File: src/rtl/pwm_bank_pkg.sv
// pwm_bank_pkg
//   Shared register map and bit positions for the pwm_bank PWM controller.
//   Ports: none (package).
package pwm_bank_pkg;

  // Word addresses on the avs_* bus
  localparam logic [4:0] ADDR_CTRL     = 5'd0;
  localparam logic [4:0] ADDR_PRESCALE = 5'd1;
  localparam logic [4:0] ADDR_PERIOD   = 5'd2;
  localparam logic [4:0] ADDR_POLARITY = 5'd3;
  localparam logic [4:0] ADDR_STATUS   = 5'd4;
  localparam logic [4:0] ADDR_DUTY0    = 5'd8;   // DUTY[i] lives at ADDR_DUTY0 + i

  // CTRL bit positions
  localparam int CTRL_EN_BIT     = 0;
  localparam int CTRL_IRQ_EN_BIT = 1;
  localparam int CTRL_CH_EN_LSB  = 16;

  // STATUS bit positions
  localparam int STATUS_WRAP_BIT = 0;

  localparam int PRESCALE_W = 16;

endpackage

File: src/rtl/pwm_bank_channel.sv
// pwm_bank_channel
//   One PWM channel: active-duty shadow register, compare against the shared
//   period counter, polarity inversion and registered output.
//   Ports:
//     clk, rst  - clock, asynchronous active-high reset
//     en        - global enable (CTRL.EN)
//     ch_en     - this channel's enable (CTRL.CH_EN[i])
//     load      - copy duty into the active shadow this edge
//     duty      - DUTY[i] register value
//     cnt       - shared period counter
//     polarity  - POLARITY[i]; inactive output level
//     pwm       - registered PWM output
module pwm_bank_channel
  import pwm_bank_pkg::*;
#(
  parameter int CNT_W = 8
) (
  input  logic             clk,
  input  logic             rst,
  input  logic             en,
  input  logic             ch_en,
  input  logic             load,
  input  logic [CNT_W-1:0] duty,
  input  logic [CNT_W-1:0] cnt,
  input  logic             polarity,
  output logic             pwm
);

  logic [CNT_W-1:0] active_duty;
  logic             raw;

  // DUTY > PERIOD keeps cnt below active_duty for the whole period, so the
  // channel sits at its active level; DUTY = 0 never compares true.
  assign raw = en & ch_en & (cnt < active_duty);

  always_ff @(posedge clk or posedge rst) begin
    if (rst) begin
      active_duty <= '0;
      pwm         <= 1'b0;
    end else begin
      if (load) active_duty <= duty;
      pwm <= raw ^ polarity;
    end
  end

endmodule

File: src/rtl/pwm_bank.sv
// pwm_bank
//   Bank of NUM_CH PWM channels sharing one prescaler and period counter,
//   configured through a small register file on an Avalon-MM style slave.
//   Ports:
//     clk_clk        - sole clock
//     reset_reset    - asynchronous active-high reset
//     avs_address    - word address
//     avs_write      - write strobe, avs_writedata - write data
//     avs_read       - read strobe, avs_readdata - registered read data (latency 1)
//     pwm_out        - registered PWM outputs
//     irq            - STATUS.WRAP & CTRL.IRQ_EN
module pwm_bank
  import pwm_bank_pkg::*;
#(
  parameter int NUM_CH = 4,
  parameter int CNT_W  = 8
) (
  input  logic              clk_clk,
  input  logic              reset_reset,
  input  logic [4:0]        avs_address,
  input  logic              avs_write,
  input  logic [31:0]       avs_writedata,
  input  logic              avs_read,
  output logic [31:0]       avs_readdata,
  output logic [NUM_CH-1:0] pwm_out,
  output logic              irq
);

  // Register file
  logic                  en;
  logic                  irq_en;
  logic [NUM_CH-1:0]     ch_en;
  logic [PRESCALE_W-1:0] prescale;
  logic [CNT_W-1:0]      period;
  logic [NUM_CH-1:0]     polarity;
  logic                  wrap_flag;
  logic [CNT_W-1:0]      duty [NUM_CH];

  // Timebase
  logic [PRESCALE_W-1:0] psc;
  logic [CNT_W-1:0]      cnt;
  logic [CNT_W-1:0]      active_period;
  logic                  tick;
  logic                  wrap;
  logic                  load;

  logic [31:0]           rdata_next;
  logic                  unused_wdata;

  // Only some write-data bits are decoded; fold the rest away.
  assign unused_wdata = &{1'b0, avs_writedata};

  // ">=" rather than "==": if PRESCALE is lowered below the running count,
  // the current interval ends at once instead of running through 2^16.
  assign tick = en && (psc >= prescale);
  assign wrap = tick && (cnt == active_period);
  // While disabled the shadows follow their registers, so enabling starts
  // from fresh values.
  assign load = wrap || !en;

  assign irq = wrap_flag & irq_en;

  // Register writes
  always_ff @(posedge clk_clk or posedge reset_reset) begin
    if (reset_reset) begin
      en       <= 1'b0;
      irq_en   <= 1'b0;
      ch_en    <= '0;
      prescale <= '0;
      period   <= '0;
      polarity <= '0;
      for (int i = 0; i < NUM_CH; i++) duty[i] <= '0;
    end else if (avs_write) begin
      case (avs_address)
        ADDR_CTRL: begin
          en     <= avs_writedata[CTRL_EN_BIT];
          irq_en <= avs_writedata[CTRL_IRQ_EN_BIT];
          ch_en  <= avs_writedata[CTRL_CH_EN_LSB +: NUM_CH];
        end
        ADDR_PRESCALE: prescale <= avs_writedata[PRESCALE_W-1:0];
        ADDR_PERIOD:   period   <= avs_writedata[CNT_W-1:0];
        ADDR_POLARITY: polarity <= avs_writedata[NUM_CH-1:0];
        default: begin
          for (int i = 0; i < NUM_CH; i++)
            if (avs_address == ADDR_DUTY0 + 5'(i)) duty[i] <= avs_writedata[CNT_W-1:0];
        end
      endcase
    end
  end

  // STATUS.WRAP: a wrap on the same edge as a write-1-to-clear wins.
  always_ff @(posedge clk_clk or posedge reset_reset) begin
    if (reset_reset) begin
      wrap_flag <= 1'b0;
    end else if (wrap) begin
      wrap_flag <= 1'b1;
    end else if (avs_write && avs_address == ADDR_STATUS && avs_writedata[STATUS_WRAP_BIT]) begin
      wrap_flag <= 1'b0;
    end
  end

  // Prescaler, period counter and active period
  always_ff @(posedge clk_clk or posedge reset_reset) begin
    if (reset_reset) begin
      psc           <= '0;
      cnt           <= '0;
      active_period <= '0;
    end else if (!en) begin
      psc           <= '0;
      cnt           <= '0;
      active_period <= period;
    end else begin
      psc <= tick ? '0 : psc + 16'd1;
      if (tick) cnt <= wrap ? '0 : cnt + CNT_W'(1);
      if (wrap) active_period <= period;
    end
  end

  // Read mux and registered read data
  always_comb begin
    rdata_next = '0;
    case (avs_address)
      ADDR_CTRL: begin
        rdata_next[CTRL_EN_BIT]               = en;
        rdata_next[CTRL_IRQ_EN_BIT]           = irq_en;
        rdata_next[CTRL_CH_EN_LSB +: NUM_CH]  = ch_en;
      end
      ADDR_PRESCALE: rdata_next[PRESCALE_W-1:0] = prescale;
      ADDR_PERIOD:   rdata_next[CNT_W-1:0]      = period;
      ADDR_POLARITY: rdata_next[NUM_CH-1:0]     = polarity;
      ADDR_STATUS:   rdata_next[STATUS_WRAP_BIT] = wrap_flag;
      default: begin
        for (int i = 0; i < NUM_CH; i++)
          if (avs_address == ADDR_DUTY0 + 5'(i)) rdata_next[CNT_W-1:0] = duty[i];
      end
    endcase
  end

  always_ff @(posedge clk_clk or posedge reset_reset) begin
    if (reset_reset) avs_readdata <= '0;
    else if (avs_read) avs_readdata <= rdata_next;
  end

  // Channels
  for (genvar i = 0; i < NUM_CH; i++) begin : g_ch
    pwm_bank_channel #(.CNT_W(CNT_W)) u_ch (
      .clk      (clk_clk),
      .rst      (reset_reset),
      .en       (en),
      .ch_en    (ch_en[i]),
      .load     (load),
      .duty     (duty[i]),
      .cnt      (cnt),
      .polarity (polarity[i]),
      .pwm      (pwm_out[i])
    );
  end

endmodule

File: config.mk
export PLATFORM = sky130hd
export DESIGN_NAME = pwm_bank
export DESIGN_NICKNAME = d
export VERILOG_FILES = /design/src/rtl/pwm_bank_pkg.sv /design/src/rtl/pwm_bank_channel.sv /design/src/rtl/pwm_bank.sv
export SDC_FILE = /design/constraint.sdc
export NUM_CORES = 1
export LEC_CHECK = 0
export ABC_AREA = 1
export BUFFER_PORTS_ARGS = -buffer_cell sky130_fd_sc_hd__buf_2
export CORE_ASPECT_RATIO = 0.75
export CORE_UTILIZATION = 50
export DETAILED_ROUTE_END_ITERATION = 16
export PLACE_DENSITY_LB_ADDON = 0.1
export SYNTH_ARGS = -nofsm -noshare
export SYNTH_HDL_FRONTEND = slang
export SYNTH_SLANG_ARGS = --single-unit
File: constraint.sdc
create_clock -name clk_clk -period 13.6 [get_ports clk_clk]
set_clock_uncertainty 0.15 [all_clocks]
set_input_delay 0 -clock clk_clk [delete_from_list [all_inputs] [get_ports clk_clk]]
set_output_delay 0 -clock clk_clk [all_outputs]
set_load 0.02 [all_outputs]
==> reports/metrics.yaml <==
cellLeakagePower_nw: 4.86
synth_top_family_by_area: "simple AND/OR/NAND/NOR gates"
dpl_cell_area_um2: 8340
cts_root_buf: "clkbuf_16"
coreArea_um2: 15500
synthTopCellsByArea: "dfrtp_1 48%, nand2_1 13%, ha_1 7.2%"
synth_fa_ha_area_share_pct: 7.17
end_kind: "flip-flop"
place.gp.congestion: 0.884
clkLatencyLatePin_ns: 0.42
hold_ws_ns: 0.146
status: "completed"
track_usage_pct: 27.0
worstMarginPinSlew_ns: 1.08
htree_num_levels: 4
grt_pass1_vias: 6067
critical-path-top-delay-family: "simple AND/OR/NAND/NOR gates"
syn_area_um2: 8030
final.period_utilization_pct: 24.5
setup_viol: 0
crit_chain: "inv_1 -> ha_1 -> nand2_1 -> inv_1 -> nand2_1 -> nand2_1 -> nand2_1 -> nand2_1 -> nand2_1 -> nand2_2 -> nand2_2 -> nand2_4 -> nand2_1 -> nand2_1"
synthMuxAreaShare_pct: 0.561
diodes: 0
cellPowerDensity_nw_per_um2: 141
antenna_found_initial: 0
rsz0062_at_grt: "false"
drt_first_pass_iters: 5
max_stage_delay_ns: 0.68
grt_max_degree: 99
critPathRequiredTime_ns: 13.74
power_w: 0.00131
drv_slew: 0
synthFlopType: "dfrtp_1"
crit_type: "reg -> reg"
grt_pass1_wl_mm: 33.8
seq_area_frac_synth_pct: 48.3
synth_edf_count: 0
fmax_ghz: 0.300
drcViolationCount: 0
fin_nets: 1131
viasPerCell: 5.23
fp.dieH_um: 112
final_cells: 1262
cpMostUsedCell: "nand2_1"
fp.dieW_um: 148
slowest_stage: "nand2_2"
irDropWorstVdd_uv: 105
synth_most_common_cell: "nand2_1"
synth_xor_area_share_pct: 1.74
io_buffers: 53
worst_setup_path_start_kind: "flip-flop"
initial_core_util_pct: 51.9
avgSynthCellArea_um2: 8.26
yosysTopAreaCell: "dfrtp_1"
relSlewSlack_pct: 28.1
path_buf_inv: 2
numClockSinks: 155
drt_iter0_markers: 627
synth-seq-cells: 155
final_cell_area_um2: 9260
clockBufferDepth: 2
wire_per_inst_um: 16.4
routed-via-count: 6605
postCtsHoldBufs: 32
dieArea_um2: 16600
hpwlAfterDp_mm: 14.4
fin_setup_tns_ns: 0
cts_tree: "built"
dp_cells: 1198
hold_viol: 0
synthTopCellsByCount: "286 x nand2_1, 155 x dfrtp_1, 106 x inv_1"
synth_top_area_share_pct: 48.3
post_cts_buffers: 0
drive_gt1_share_pct: 10.4
detail-route-antenna-nets: 0
cts_buffers: 17
fp-row-count: 39
synth-compound-area-share_pct: 8.47
synthSimpleGateAreaFrac_pct: 24.9
ios: 78
routed_wl_mm: 20.7
cts.repair.resized: 0
synth-async-reset-ratio_pct: 100
crit_arrival_ns: 3.47
area_growth_pct: 15.3
synthCells: 972
hold_class: "in -> async"
cap_violations: 0
fin_crit_ns: 3.33
ys_warn_count: 0
cp_max_fo: 42
clkTransAtPathRegs_ns: 0.06
gr-total-overflow: 0
synth_cell_type_count: 38
## registers in the layout, indices dropped and copies added (netlist names)
signal and flops:
g_ch.u_ch.pwm 4, period 8, polarity 4, avs_readdata 20, psc 16, prescale 16
g_ch.u_ch.active_duty 32, wrap_flag 1, cnt 8, ch_en 4, active_period 8, irq_en 1
en 1, duty 32
## cells in the final DEF (no fill, tap or decap), drive strengths merged
cell / count
nand2: 293
dfrtp: 155
inv: 115
o21ai: 76
nand3: 73
buf: 55
nor2: 47
ha: 46
nand4: 37
a21oi: 35
dlygate4sd3: 32
clkbuf: 23
xor2: 13
conb: 12
nor3: 9
o31ai: 8
clkinv: 5
mux2: 4
a211oi: 4
xnor2: 3
o221ai: 2
nor3b: 2
clkinvlp: 2
bufinv: 2
o22ai: 1
nor4: 1
nand3b: 1
a21o: 1
## final cells by class
class / instances / area [µm²]
fillers: 1381 / 6210
repair buffers: 87 / 601
multi-input cells: 668 / 3490
clock buffers: 23 / 488
clock inverters: 9 / 111
flip-flops and latches: 155 / 3880
well taps: 205 / 256
inverters: 115 / 437
## cell families after synthesis
logic type	Yosys count
other	1
multiplexers	4
AND/OR/NAND/NOR	463
flip-flops	155
AO/OA/AOI/OAI	127
buffers and inverters	160
adder cells (fa/ha/maj)	46
XOR/XNOR	16
## worst register-to-register path, stage by stage (launching register included)
cell and delay [ns]:
dfrtp_1 0.39, inv_1 0.14, ha_1 0.28, nand2_1 0.09, inv_1 0.04, nand2_1 0.06, nand2_1 0.05, nand2_1 0.05
nand2_1 0.11, nand2_1 0.12, nand2_2 0.17, nand2_2 0.68, nand2_4 0.46, nand2_1 0.32, nand2_1 0.09
## metrics by stage
step                setup WS [ns]  util [%]
detailed placement          10.28      53.9
CTS                         10.27      59.9
global placement            10.29      53.9
global route                 9.93      59.9
floorplan                    9.27         -
finish                      10.27      59.9
## worst paths after layout
path	from	slack, ns	cells after the start	endpoint
worst max-delay path	prescale[3]	10.27	14	g_ch[1].u_ch.active_duty[4]
worst min-delay path	reset_reset	0.15	3	duty[27]
worst max register to register	prescale[3]	10.27	14	g_ch[1].u_ch.active_duty[4]
worst min register to register	avs_readdata[7]	0.32	2	avs_readdata[7]
max in group asynchronous	reset_reset	11.79	4	en
min in group clk_clk	avs_writedata[12]	0.22	4	prescale[12]
## where the power goes
group	internal, W	leakage (nW)	switching [W]
clock network	0.000291	0.290	0.000191
logic	0.0000816	2.54	0.000153
registers	0.000533	2.03	0.0000554
## layer usage
metal  part of all wire, %  routed length (µm)  up-vias  global-route usage [%]
met5                     0                   0        -                       0
met4                   1.7                 357        0                    9.14
met3                   7.0                1440       20                    5.45
met2                    38                7840      209                    34.2
met1                    54               11100     3072                    44.5
li1                      -                   -     3304                       -
Power figures use the tool's default switching activity.
